[config.mk]
export PLATFORM = sky130hd
export DESIGN_NAME = irq_sched
export DESIGN_NICKNAME = d
export VERILOG_FILES = /design/src/rtl/irq_sched.sv
export SDC_FILE = /design/constraint.sdc
export NUM_CORES = 1
export LEC_CHECK = 0
export ABC_AREA = 1
export CORE_ASPECT_RATIO = 0.5
export CORE_MARGIN = 5
export CORE_UTILIZATION = 47
export DETAILED_ROUTE_END_ITERATION = 10
export PLACE_DENSITY = 0.9
export REMOVE_ABC_BUFFERS = 1
export SLEW_MARGIN = 30
export SYNTH_ARGS = -nofsm -noshare
export SYNTH_HDL_FRONTEND = slang
export SYNTH_SLANG_ARGS = --single-unit
[constraint.sdc]
create_clock -name clk -period 1.7 [get_ports clk]
set_clock_uncertainty 0.15 [all_clocks]
set_input_delay 0.17 -clock clk [delete_from_list [all_inputs] [get_ports clk]]
set_output_delay 0.17 -clock clk [all_outputs]
set_load 0.05 [all_outputs]
[src/rtl/irq_sched.sv]
// irq_sched: interrupt scheduler between NSRC hardware interrupt lines and
// the single CP0 exception entry. Raw lines are synchronised, rising edges
// are latched as pending requests, masked by a software enable register,
// arbitrated, and each grant is walked through request / acknowledge /
// done, with a watchdog that recovers from a lost rfe.
//
// Build option: define IRQ_SCHED_RR_EN for round-robin arbitration
// (search starts after the most recently acknowledged id). Without it the
// lowest pending index always wins.

module irq_sched #(
    parameter int NSRC    = 4,
    parameter int IDW     = 2,
    parameter int TMO_CYC = 1024
) (
    input  logic            clk,
    input  logic            reset,
    input  logic [NSRC-1:0] hwint,
    input  logic            en_we,
    input  logic [NSRC-1:0] en_wd,
    input  logic            int_ack,
    input  logic            int_done,
    output logic            irq,
    output logic [IDW-1:0]  irq_id,
    output logic [31:0]     cause,
    output logic [NSRC-1:0] pending,
    output logic            busy,
    output logic            tmo_err
);

    localparam int CW = (TMO_CYC > 2) ? $clog2(TMO_CYC) : 1;

    typedef enum logic [1:0] {
        ST_IDLE    = 2'd0,
        ST_REQ     = 2'd1,
        ST_SERVICE = 2'd2
    } state_t;

    state_t          r_state;
    logic [NSRC-1:0] r_sync1;
    logic [NSRC-1:0] r_sync2;
    logic [NSRC-1:0] r_sync2_d;
    logic [NSRC-1:0] r_pending;
    logic [NSRC-1:0] r_enable;
    logic            r_irq;
    logic [IDW-1:0]  r_irq_id;
    logic            r_busy;
    logic [CW-1:0]   r_cnt;
    logic            r_tmo_err;
`ifdef IRQ_SCHED_RR_EN
    logic [IDW-1:0]  r_last_id;
`endif

    logic [NSRC-1:0] w_rise;
    logic [NSRC-1:0] w_cand;
    logic [NSRC-1:0] w_clr;
    logic [IDW-1:0]  w_start;
    logic [IDW-1:0]  w_win;

    // Pick the first set bit of cand, searching upward from start and
    // wrapping. Scanning downward lets the lowest rotated offset win.
    function automatic logic [IDW-1:0] f_pick(input logic [NSRC-1:0] cand,
                                              input logic [IDW-1:0]  start);
        logic [NSRC-1:0] rot;
        logic [IDW-1:0]  pick;
        rot  = NSRC'({cand, cand} >> start);
        pick = start;
        for (int k = NSRC - 1; k >= 0; k--) begin
            if (rot[k]) begin
                pick = IDW'((int'(start) + k) % NSRC);
            end
        end
        return pick;
    endfunction

    assign w_rise = r_sync2 & ~r_sync2_d;
    assign w_cand = r_pending & r_enable;
    assign w_win  = f_pick(w_cand, w_start);

    // Arbitration start point: after the last acknowledged id, or index 0.
    always_comb begin
        w_start = IDW'(0);
`ifdef IRQ_SCHED_RR_EN
        if (int'(r_last_id) == NSRC - 1) begin
            w_start = IDW'(0);
        end else begin
            w_start = r_last_id + IDW'(1);
        end
`endif
    end

    // One-hot clear of the granted source's pending bit on acknowledge.
    always_comb begin
        w_clr = NSRC'(0);
        if (r_state == ST_REQ && int_ack) begin
            w_clr = NSRC'(1) << r_irq_id;
        end else begin
            w_clr = NSRC'(0);
        end
    end

    // Two-flop synchroniser plus a delayed copy for rising-edge detection.
    always_ff @(posedge clk or negedge reset) begin
        if (!reset) begin
            r_sync1   <= NSRC'(0);
            r_sync2   <= NSRC'(0);
            r_sync2_d <= NSRC'(0);
        end else begin
            r_sync1   <= hwint;
            r_sync2   <= r_sync1;
            r_sync2_d <= r_sync2;
        end
    end

    // Software enable register; all sources enabled out of reset.
    always_ff @(posedge clk or negedge reset) begin
        if (!reset) begin
            r_enable <= {NSRC{1'b1}};
        end else if (en_we) begin
            r_enable <= en_wd;
        end
    end

    // Pending latch: a new edge wins over a simultaneous acknowledge clear.
    always_ff @(posedge clk or negedge reset) begin
        if (!reset) begin
            r_pending <= NSRC'(0);
        end else begin
            r_pending <= (r_pending & ~w_clr) | w_rise;
        end
    end

    // Service sequencer: grant, wait for ack, then wait for done or timeout.
    always_ff @(posedge clk or negedge reset) begin
        if (!reset) begin
            r_state   <= ST_IDLE;
            r_irq     <= 1'b0;
            r_irq_id  <= IDW'(0);
            r_busy    <= 1'b0;
            r_cnt     <= CW'(0);
            r_tmo_err <= 1'b0;
`ifdef IRQ_SCHED_RR_EN
            r_last_id <= IDW'(0);
`endif
        end else begin
            case (r_state)
                ST_IDLE: begin
                    if (|w_cand) begin
                        r_irq_id <= w_win;
                        r_irq    <= 1'b1;
                        r_busy   <= 1'b1;
                        r_state  <= ST_REQ;
                    end
                end
                ST_REQ: begin
                    if (int_ack) begin
                        r_irq   <= 1'b0;
                        r_cnt   <= CW'(0);
                        r_state <= ST_SERVICE;
`ifdef IRQ_SCHED_RR_EN
                        r_last_id <= r_irq_id;
`endif
                    end
                end
                ST_SERVICE: begin
                    if (int_done) begin
                        r_busy  <= 1'b0;
                        r_state <= ST_IDLE;
                    end else if (r_cnt == CW'(TMO_CYC - 1)) begin
                        r_tmo_err <= 1'b1;
                        r_busy    <= 1'b0;
                        r_state   <= ST_IDLE;
                    end else begin
                        r_cnt <= r_cnt + CW'(1);
                    end
                end
                default: begin
                    r_irq   <= 1'b0;
                    r_busy  <= 1'b0;
                    r_state <= ST_IDLE;
                end
            endcase
        end
    end

    assign irq     = r_irq;
    assign irq_id  = r_irq_id;
    assign pending = r_pending;
    assign busy    = r_busy;
    assign tmo_err = r_tmo_err;
    assign cause   = {16'h0000, 8'(r_pending), 3'b000, r_tmo_err, 2'b00, 2'(r_irq_id)};

endmodule

# Word level (Yosys, flattened, before mapping)
# Index checks and enable logic that the tools add are counted.
[totals] out_inout_bits=41 inputBits=13 reg_bits=37 elab_cells=60
[op_classes] n_addsub=1 mux=20 n_shift=1 n_eq_ne=8 bitwise_logic=9 n_reduce_logical=10
[op_table] op="two-way mux 10 bit" n=3
[op_table] op="one-hot mux 10 bit (2 select lines)" n=1
[op_table] op="two-way mux 2 bit" n=8
[op_table] op="bitwise AND 4 bit" n=3
[op_table] op="AND reduction 3 bit" n=4
[op_table] op="adder 10 x 1 -> 10 bit, second input constant" n=1
[op_table] op="equality test 10 bit, second input constant" n=1
[op_table] op="inequality test 2 bit, second input constant" n=4
[op_table] op="inverter 4 bit" n=2
[op_table] op="one-hot mux 1 bit (3 select lines)" n=2
[op_table] op="one-hot mux 2 bit (3 select lines)" n=1
[op_table] op="two-way mux 1 bit" n=4
[op_table] op="two-way mux 4 bit" n=1
[op_table] op="bitwise OR 4 bit" n=1
[op_table] op="AND reduction 4 bit" n=1
[op_table] op="OR reduction 4 bit" n=1
[op_table] op="left shift 1 x 2 -> 4 bit, first input constant" n=1
[op_table] op="inequality test 3 bit, second input constant" n=1
[op_table] op="inverter 1 bit" n=3
[op_table] op="equality test 2 x 1 -> 1 bit, second input constant" n=1
[op_table] op="equality test 2 bit, second input constant" n=1
[op_table] op="logical NOT 2 bit" n=1
[op_table] op="AND reduction 2 bit" n=1
[op_table] op="nonzero test 2 bit" n=1
[op_table] op="logical AND 1 bit" n=1

# Depth between registers and ports, before layout
# Gate-level depths: netlist (run 1).
[logic_depth] ltp_word=6 depth_mapped=8 mapped_depth_nobuf=8

# Least setup slack after synthesis (run 1)
# No wires, ideal clock.
[synth_timing] path_kind="flip-flop to flip-flop" from="reg r_pending[1] (netlist: pending[1])" to="reg r_irq_id[0] (netlist: irq_id[0])" n_path_buf=0 setup_time_ps=138 slack_ps=183 required_time_ps=1412 arrival_time_ps=1229 synth_period_minus_slack_ps=1517 path_stages_with_launch=5 cell_sequence="dfrtp_1 > nand2_1 > nand2_1 > o21ai_0 > o21ai_0"
[synth_via] elab_chain_cells=3 word_cells_on_any_way=5 cone_classes="mux (2); bitwise (1); reduce/logical (2)"
[synth_rtl] item="start, declared" line="43" text="logic [NSRC-1:0] r_pending;"
[synth_rtl] item="start signal, assigned" line="129" text="r_pending <= (r_pending & ~w_clr) | w_rise;"
[synth_rtl] item="bitwise AND 4 bit *" line="77" text="assign w_cand = r_pending & r_enable;"
[synth_rtl] item="OR reduction 4 bit / two-way mux 2 bit (equally long branches)" line="148, 69"
[synth_rtl] item="AND reduction 2 bit (no line) / two-way mux 2 bit (equally long branches)"
[synth_rtl] item="end signal, assigned" line="149" text="r_irq_id <= w_win;"
[synth_rtl] item="end, declared" line="46" text="logic [IDW-1:0] r_irq_id;"
# Every way passes the cells marked *; elsewhere a longest branch is shown, timed or not.
# A chain may end at the register's enable or synchronous reset.

# Worst setup path after layout (run 1)
[layout_timing] from="reg r_cnt[0]" to="reg r_cnt[9]"
[layout_via] elab_chain_cells=4 word_cells_on_any_way=7 cone_classes="add/sub (1); eq/ne (2); mux (3); reduce/logical (1)"
[layout_rtl] item="start, declared" line="48" text="logic [CW-1:0] r_cnt;"
[layout_rtl] item="start signal, assigned" line="174" text="r_cnt <= r_cnt + CW'(1);"
[layout_rtl] item="adder 10 x 1 -> 10 bit" line="174"
[layout_rtl] item="two-way mux 10 bit" line="169" text="end else if (r_cnt == CW'(TMO_CYC - 1)) begin"
[layout_rtl] item="two-way mux 10 bit" line="166" text="if (int_done) begin"
[layout_rtl] item="one-hot mux 10 bit (2 select lines)" line="146" text="case (r_state)"
# Parallel ways exist; a longest one is shown, timed or not. The select of a mux whose other input is x is not followed.

==> flow_summary.json, run 1 <==
{
  "status": "complete, but fails checks",
  "violations": "negative hold slack",
  "cts_root_buf": "clkbuf_8",
  "nets": 252,
  "die_h_um": 54.01,
  "setup_slack_ns": 0.04755,
  "yosys_register_bits": 37,
  "startpoint": "r_cnt[0]$_DFFE_PN0P_",
  "cts_sinks": 37,
  "fin_util_pct": 57.46,
  "syn_area_mm2": 0.001820,
  "avgSynthCellArea_um2": 8.924,
  "place_congestion": 0.8885,
  "crit_required_ns": 1.73,
  "clockBufferDepth": 2,
  "setup-violations-final": 0,
  "grt_max_degree": 32,
  "dr.first_iter.drc_count": 79,
  "dpl.cell_count": 282,
  "nFillCells": 307,
  "overflow": 0,
  "drv_slew": 0,
  "place_ws_ns": 0.01112,
  "timing.hold.ws_ns": -0.0006404,
  "htree_levels": 2,
  "initial_utilization_pct": 47.61,
  "final_area_mm2": 0.002197,
  "antenna_found_initial": 0,
  "worstHoldPathType": "input pin to async pin",
  "tritoncts": "done",
  "vdd_drop_max_v": 0.0006294,
  "drt-wirelength-per-cell_um": 12.51,
  "period_needed_ns": 1.652,
  "grt_usage_pct": 14.14,
  "placed_area_mm2": 0.002017,
  "synth.distinct_cells": 25,
  "die_w_um": 98.02,
  "path_max_fanout": 6,
  "startpoint_type": "flip-flop",
  "max_clock_freq_ghz": 0.6052,
  "clk_pin_slew_ns": 0.07,
  "arrival_ns": 1.68,
  "ys_warn_count": 0,
  "antenna_cells": 0,
  "timing_hold_violations_final": 2,
  "firstDrtPassIters": 4,
  "via_per_inst": 4.631,
  "p_leak_nw": 1.072,
  "rsz0062_at_grt": "yes",
  "crit_type": "flip-flop to flip-flop",
  "synth_cells": 204,
  "final_cells": 293,
  "worstSkewPairLatency_ns": 0.29,
  "drive_gt1_share_pct": 21.34,
  "die_area_mm2": 0.005294,
  "power_frac_clock_pct": 22.7,
  "io_pins": 54,
  "port_buffers": 28,
  "finalWirelength_um": 3665,
  "grt_pass1_vias": 1303,
  "power_frac_seq_pct": 34.6,
  "drc_errors": 0,
  "endpoint_kind": "flip-flop",
  "comb_power_share_pct": 42.6,
  "switchingPower_mw": 1.500,
  "core_mm2": 0.003824,
  "regToRegStartpoint": "r_cnt[0]$_DFFE_PN0P_",
  "numCtsBuffers": 5,
  "areaGrowthSynthToFinish_pct": 20.69,
  "drtAntennaViolNets": 0,
  "seq_area_frac_synth_pct": 51.13,
  "post-dp-hpwl_um": 2680,
  "power.internal_mw": 1.932,
  "rows": 16,
  "p_per_area_mw_per_mm2": 1562,
  "maxCapViolations": 0,
  "num_vias": 1357,
  "min_period_over_period_pct": 97.20,
  "sw_frac_of_total_pct": 43.71,
  "grt_pass1_wl_um": 5747
}
-- final timing paths --
path	to	slack, ns	cells after the start
max	r_cnt[9]$_DFFE_PN0P_	0.05	7
min	irq_id[0]$_DFFE_PN0P_	-0.0006	1
max reg2reg	r_cnt[9]$_DFFE_PN0P_	0.05	7
min reg2reg	r_sync2[3]$_DFF_PN0_	0.21	0
max in group asynchronous	r_sync2_d[2]$_DFF_PN0_	0.93	2
min in group clk	r_sync1[2]$_DFF_PN0_	0.17	1
-- per-stage QoR --
stage,setup TNS (ns),power [mW]
finish,0,3.432
global route,-0.2051,3.593
CTS,0,3.371
detailed placement,0,2.571
global placement,0,2.519
floorplan,-0.1392,2.113
-- registers in the layout, summed over array words and instances (netlist names), 2 cells and up --
register   cells
pending        4
r_state        2
r_sync2_d      4
irq_id         2
r_sync2        4
r_enable       4
r_sync1        4
r_cnt         10
-- critical path, cell delays in order, from the launching register on --
cell and delay [ns]:
dfrtp_1 0.38, ha_2 0.20, nand2_2 0.08, nor2_4 0.16, nand3_4 0.12, a21oi_4 0.21, buf_6 0.16, o21ai_1 0.07
-- what timing repair did --
| action | in CTS | in global routing |
|---|---|---|
| setup buffers | 1 | 1 |
| cloned | 0 | 1 |
| setup endpoints to repair | 1 | 11 |
| hold buffers | 0 | 0 |
| resized for setup | 0 | 17 |
| pin swaps | 0 | 4 |
-- area by class of cell --
cell class	count	area, um^2	area share, %
clock buffers	7	86.33	3.929
clock inverters	1	30.03	1.367
well taps	54	67.56	3.075
inverters	23	86.33	3.929
multi-input cells	135	675.6	30.75
flip-flops and latches	37	930.9	42.37
repair buffers	36	320.3	14.58
-- power groups by stage --
stage	clock [mW]	sequential (mW)	combinational, mW
CTS	0.793	1.18	1.40
detailed placement	0	1.20	1.37
global route	0.830	1.20	1.56
global placement	0	1.19	1.33
floorplan	0	1.66	0.456
finish	0.780	1.19	1.46
-- metal layers --
layer / global-route usage, % / part of all wire [%] / routed length (um)
met3: 3.493 / 6.8 / 249
met2: 25.90 / 51 / 1866
met5: 0 / 0 / 0
met1: 15.92 / 40 / 1463
met4: 7.356 / 2.3 / 85
-- Yosys cell counts --
cell,n,area [um^2]
a21oi_2,1,8.760
a21oi_1,1,5.000
nor2_1,9,33.78
nand2_1,49,183.9
nand3b_1,1,7.510
mux2_2,4,45.04
conb_1,1,3.750
a21o_1,1,7.510
nand4_1,1,6.260
o31ai_1,1,7.510
nor2_2,1,6.260
nor2_4,1,11.26
buf_4,32,240.2
dfrtp_1,33,825.8
buf_6,1,11.26
o21bai_1,1,7.510
o21ai_0,18,90.09
nand2_2,1,6.260
xor2_1,1,8.760
ha_1,1,12.51
nand3_2,1,10.01
dfstp_2,4,105.1
nand3_1,15,75.07
inv_1,23,86.33
nor3b_1,2,15.01
-- kinds of logic (layout without fill, tap and decap cells) --
kind of cell	Yosys count	after routing	share of synthesized area, %
compound gates	23	23	6.942
xor+xnor	1	1	0.4812
fa+ha+maj	1	1	0.6872
buf+inv	56	67	18.56
flops	37	37	51.13
mux	4	4	2.474
other cells	1	25	0.2060
simple gates	81	81	19.52
-- cells in the final DEF (no fill, tap or decap), types with 2 or more instances in the layout --
cell,n
nor2_1,9
buf_4,21
buf_6,2
nand3_1,15
clkdlybuf4s50_1,12
dfrtp_1,33
conb_1,25
clkbuf_8,6
o21ai_0,13
o21ai_1,4
nand2_2,6
nand2_1,44
inv_1,23
mux2_2,4
nor3b_1,2
dfstp_2,4
Power figures use the tool's default switching activity.
==> run 2: changes to the inputs <==
--- a/config.mk
+++ b/config.mk
@@ -7,7 +7,6 @@
 export LEC_CHECK = 0
 export ABC_AREA = 1
 export CORE_ASPECT_RATIO = 0.5
-export CORE_MARGIN = 5
 export CORE_UTILIZATION = 47
 export DETAILED_ROUTE_END_ITERATION = 10
 export PLACE_DENSITY = 0.9
==> run 2 against run 1 <==
Against the previous run:
- setup slack improved by 0.041 ns
- die area fell by 22%
- fmax rose by 2.6%
- routed wire length fell by 7.4%
- cell count fell by 1.4%
- the flow now finishes without violations
- largest power group unchanged
- largest cell class unchanged
==> flow_summary.json, run 2 (synthesized netlist as in run 1, its figures left out) <==
{
  "grt_pass1_vias": 1194,
  "initial_utilization_pct": 51.05,
  "hold_buffers": 0,
  "num_vias": 1355,
  "overflow": 0,
  "die_h_um": 46.01,
  "period_needed_ns": 1.611,
  "via_per_inst": 4.689,
  "place_ws_ns": 0.09262,
  "path_max_fanout": 3,
  "placed_area_mm2": 0.002001,
  "port_buffers": 28,
  "startpoint_type": "flip-flop",
  "worstSkewPairLatency_ns": 0.29,
  "layout_common_cells": "49 x nand2_1, 33 x dfrtp_1, 25 x conb_1",
  "clk_pin_slew_ns": 0.07,
  "cts_root_buf": "clkbuf_8",
  "numCtsBuffers": 5,
  "htree_levels": 2,
  "die_w_um": 90.02,
  "grt_max_degree": 38,
  "grt_usage_pct": 17.34,
  "finalPower_mw": 3.165,
  "arrival_ns": 1.62,
  "fin_util_pct": 58.77,
  "cts_sinks": 37,
  "worstHoldPathType": "input pin to async pin",
  "drc_errors": 0,
  "rows": 15,
  "timing.hold.ws_ns": 0.1420,
  "status": "finished, final reports clean",
  "drv_slew": 0,
  "firstDrtPassIters": 4,
  "drtAntennaViolNets": 0,
  "clockBufferDepth": 2,
  "layout_commonest_cell": "nand2_1",
  "min_period_over_period_pct": 94.78,
  "setup-violations-final": 0,
  "drt-wirelength-per-cell_um": 11.75,
  "vdd_drop_max_v": 0.0005882,
  "post-dp-hpwl_um": 2540,
  "antenna_found_initial": 0,
  "p_per_area_mw_per_mm2": 1510,
  "endpoint_kind": "flip-flop",
  "dpl.cell_count": 279,
  "antenna_cells": 0,
  "final_area_mm2": 0.002096,
  "timing_hold_violations_final": 0,
  "crit_type": "flip-flop to flip-flop",
  "tritoncts": "done",
  "io_pins": 54,
  "place_congestion": 0.8570,
  "max_clock_freq_ghz": 0.6206,
  "top_register": "r_cnt",
  "maxCapViolations": 0,
  "finalWirelength_um": 3395,
  "crit_required_ns": 1.71,
  "die_area_mm2": 0.004142,
  "final_cells": 289,
  "largest_reg_flops": 10,
  "dr.first_iter.drc_count": 85,
  "grt_pass1_wl_um": 5437,
  "p_leak_nw": 1.037,
  "fin_tns_setup_ns": 0,
  "core_mm2": 0.003566,
  "drive_gt1_share_pct": 17.23,
  "nets": 251,
  "areaGrowthSynthToFinish_pct": 15.12,
  "setup_slack_ns": 0.08876
}
==> run 2: worst max-delay path, cell delays in order, from the launching register on <==
cell and delay, ns:
dfrtp_1 0.39, ha_1 0.19, nand2_1 0.11, nor2_4 0.12, nand3_2 0.11, nand2_1 0.12, inv_1 0.11, o21ai_1 0.13
nand2_1 0.06
==> run 2: where the power goes <==
group          switching (mW)  internal (mW)
combinational            1.01          0.388
sequential              0.153           1.04
clock                   0.288          0.291
==> run 2: path summary, 6_finish.rpt <==
kind                                 startpoint  slack (ns)  cells past startpoint                 endpoint
min in group clk                       hwint[0]        0.16                      1     r_sync1[0]$_DFF_PN0_
hold / removal                            reset        0.14                      2     r_cnt[9]$_DFFE_PN0P_
setup / recovery           r_cnt[1]$_DFFE_PN0P_        0.09                      8         busy$_DFFE_PN0P_
max in group asynchronous                 reset        0.91                      2  r_enable[1]$_DFFE_PN1P_
setup reg to reg           r_cnt[1]$_DFFE_PN0P_        0.09                      8         busy$_DFFE_PN0P_
hold reg to reg            r_sync1[2]$_DFF_PN0_        0.20                      0     r_sync2[2]$_DFF_PN0_
==> run 2: layout make-up <==
class | instances | area [um^2]
Fill cell | 308 | 1470
Sequential cell | 37 | 930.9
Multi-Input combinational cell | 135 | 641.9
Timing Repair Buffer | 35 | 292.8
Inverter | 23 | 86.33
Clock buffer | 8 | 80.08
Tap cell | 51 | 63.81
==> run 2: timing repair <==
action | in CTS | in global routing
gates resized for setup | 0 | 1
setup buffers | 0 | 2
endpoints found under the setup margin | 0 | 6
==> run 2: routing by layer <==
metal	global-route usage (%)	wire length, um
met3	5.333	245
met2	31.30	1638
met4	4.839	36
met1	20.90	1475
met5	0	0
==> run 3: changes to the inputs <==
--- a/config.mk
+++ b/config.mk
@@ -7,9 +7,9 @@
 export LEC_CHECK = 0
 export ABC_AREA = 1
 export CORE_ASPECT_RATIO = 0.5
-export CORE_UTILIZATION = 47
+export CORE_UTILIZATION = 35
 export DETAILED_ROUTE_END_ITERATION = 10
-export PLACE_DENSITY = 0.9
+export PLACE_DENSITY = 0.68
 export REMOVE_ABC_BUFFERS = 1
 export SLEW_MARGIN = 30
 export SYNTH_ARGS = -nofsm -noshare
==> run 3 against run 2 <==
Against the previous run:
- the run now ends with design-rule violations left
- setup slack improved by 0.026 ns
- sequential cell count unchanged
- sequential power about the same
- non-clock buffer count increased by 1
- critical endpoint unchanged
- highest routed layer is now met3
==> flow_summary.json, run 3 (synthesized netlist as in run 1, its figures left out) <==
{
  "status": "complete, but fails checks",
  "violations": "design-rule violations",
  "dr.first_iter.drc_count": 39,
  "final_cells": 309,
  "nFillCells": 472,
  "endpoint_kind": "flip-flop",
  "grt_max_degree": 21,
  "port_buffers": 28,
  "post-dp-hpwl_um": 2471,
  "p_leak_nw": 1.060,
  "num_vias": 1313,
  "drc_errors": 1,
  "initial_utilization_pct": 36.74,
  "io_pins": 54,
  "path_buf_inv": 1,
  "slowest_delay_ns": 0.39,
  "crit_type": "flip-flop to flip-flop",
  "finalPower_mw": 3.348,
  "cp_slowest_cell": "dfrtp_1",
  "cts_root_buf": "clkbuf_8",
  "path_max_fanout": 3,
  "numCtsBuffers": 5,
  "firstDrtPassIters": 7,
  "fin_tns_setup_ns": 0,
  "worstHoldPathType": "input pin to async pin",
  "reg2reg_to": "busy$_DFFE_PN0P_",
  "die_w_um": 104.0,
  "grt_pass1_vias": 1102,
  "startpoint_type": "flip-flop",
  "htree_levels": 2,
  "ff2ff_setup_slack_ns": 0.11,
  "maxCapViolations": 0,
  "grt_pass1_wl_um": 5133,
  "top_register": "r_cnt",
  "regToRegStartpoint": "r_cnt[1]$_DFFE_PN0P_",
  "min_period_over_period_pct": 93.26,
  "finalWirelength_um": 3245,
  "largest_reg_flops": 10,
  "rows": 18,
  "drive_gt1_share_pct": 19.25,
  "die_area_mm2": 0.005511,
  "antenna_found_initial": 0,
  "worstSkewPairLatency_ns": 0.29,
  "via_per_inst": 4.249,
  "setup-violations-final": 0,
  "timing_hold_violations_final": 0,
  "nets": 252,
  "crit_chain": "ha_2 > nand2_1 > nor2_4 > nand3_4 > nand2_1 > inv_1 > o21ai_0 > nand2_1",
  "clockBufferDepth": 2,
  "clk_pin_slew_ns": 0.08,
  "arrival_ns": 1.60,
  "layout_commonest_cell": "nand2_1",
  "fin_util_pct": 44.17,
  "areaGrowthSynthToFinish_pct": 20.21,
  "crit_required_ns": 1.72,
  "reg2reg_depth": 8,
  "overflow": 0,
  "max_clock_freq_ghz": 0.6308,
  "grt_usage_pct": 12.39,
  "drv_slew": 0,
  "vdd_drop_max_v": 0.0005493,
  "dpl.cell_count": 299,
  "tritoncts": "done",
  "drt-wirelength-per-cell_um": 10.50,
  "p_per_area_mw_per_mm2": 1530,
  "layout_common_cells": "49 x nand2_1, 33 x dfrtp_1, 25 x conb_1",
  "cp_top_family": "simple AND/OR/NAND/NOR gates",
  "antenna_cells": 0,
  "core_mm2": 0.004955,
  "period_needed_ns": 1.585,
  "cpMostUsedCell": "nand2_1",
  "cts_sinks": 37,
  "die_h_um": 53.00,
  "place_congestion": 0.8207,
  "drtAntennaViolNets": 0
}
-- run 3: cell count changes in the layout (fill, tap and decap cells not counted) --
cell,before,now
clkinvlp_4,0,1
buf_4,23,22
nand3_4,0,1
clkbuf_1,3,0
nand3_2,1,0
bufinv_16,0,1
ha_2,0,1
clkinv_4,0,1
ha_1,1,0
buf_6,0,1
buf_12,0,1
-- run 3: worst reg2reg max path, delay by kind of cell (launching register included) --
family,cells,cell delay (ns)
compound gates,1,0.15
fa+ha+maj,1,0.20
buf+inv,1,0.08
flops,1,0.39
simple gates,5,0.51
-- run 3: per-layer routing --
layer | vias up | GRT usage (%) | part of all wire [%]
met3 | 0 | 2.956 | 4.7
met1 | 616 | 15.62 | 46
met2 | 48 | 20.67 | 49
met5 | - | 0 | 0
met4 | 0 | 5.714 | 0
li1 | 649 | - | -
-- run 3: layout make-up --
| cell class | instances | area (um^2) | area share [%] |
|---|---|---|---|
| Sequential cell | 37 | 930.9 | 42.54 |
| Multi-Input combinational cell | 135 | 651.9 | 29.79 |
| Timing Repair Buffer | 36 | 316.6 | 14.47 |
| Tap cell | 70 | 87.58 | 4.002 |
| Inverter | 23 | 86.33 | 3.945 |
| Clock buffer | 5 | 68.82 | 3.145 |
| Clock inverter | 3 | 46.29 | 2.115 |
-- run 3: per-stage QoR --
stage	area (um^2)	worst slack (ns)	hold WS [ns]
final	2188	0.1146	0.01899
after global routing	2188	-0.02304	0.03492
after CTS	2160	0.08857	0.02476
after detailed placement	2044	0.05789	0.1847
after global placement	2044	0.1289	0.1841
after floorplan	1659	-0.1040	-0.2756
-- run 3: worst max-delay path by stage --
| stage | depth (start not counted) | endpoint | slack (ns) | from |
|---|---|---|---|---|
| after global placement | 6 | pending[1]$_DFF_PN0_ | 0.13 | int_ack |
| after global routing | 8 | r_cnt[5]$_DFFE_PN0P_ | -0.02 | r_cnt[1]$_DFFE_PN0P_ |
| after CTS | 8 | r_cnt[3]$_DFFE_PN0P_ | 0.09 | r_cnt[1]$_DFFE_PN0P_ |
| after floorplan | 5 | irq_id[0]$_DFFE_PN0P_ | -0.10 | pending[1]$_DFF_PN0_ |
| after detailed placement | 6 | pending[3]$_DFF_PN0_ | 0.06 | int_ack |
| final | 8 | busy$_DFFE_PN0P_ | 0.11 | r_cnt[1]$_DFFE_PN0P_ |
-- run 3: where the power goes --
part	leakage (nW)	internal, mW	switching [mW]
clock	0.0543	0.439	0.328
sequential	0.439	1.04	0.148
combinational	0.567	0.394	1.00
-- run 3: repair_timing --
item	CTS	global route
hold buffers	0	0
setup buffers	0	2
gates resized for setup	0	4
endpoints found under the setup margin	0	9
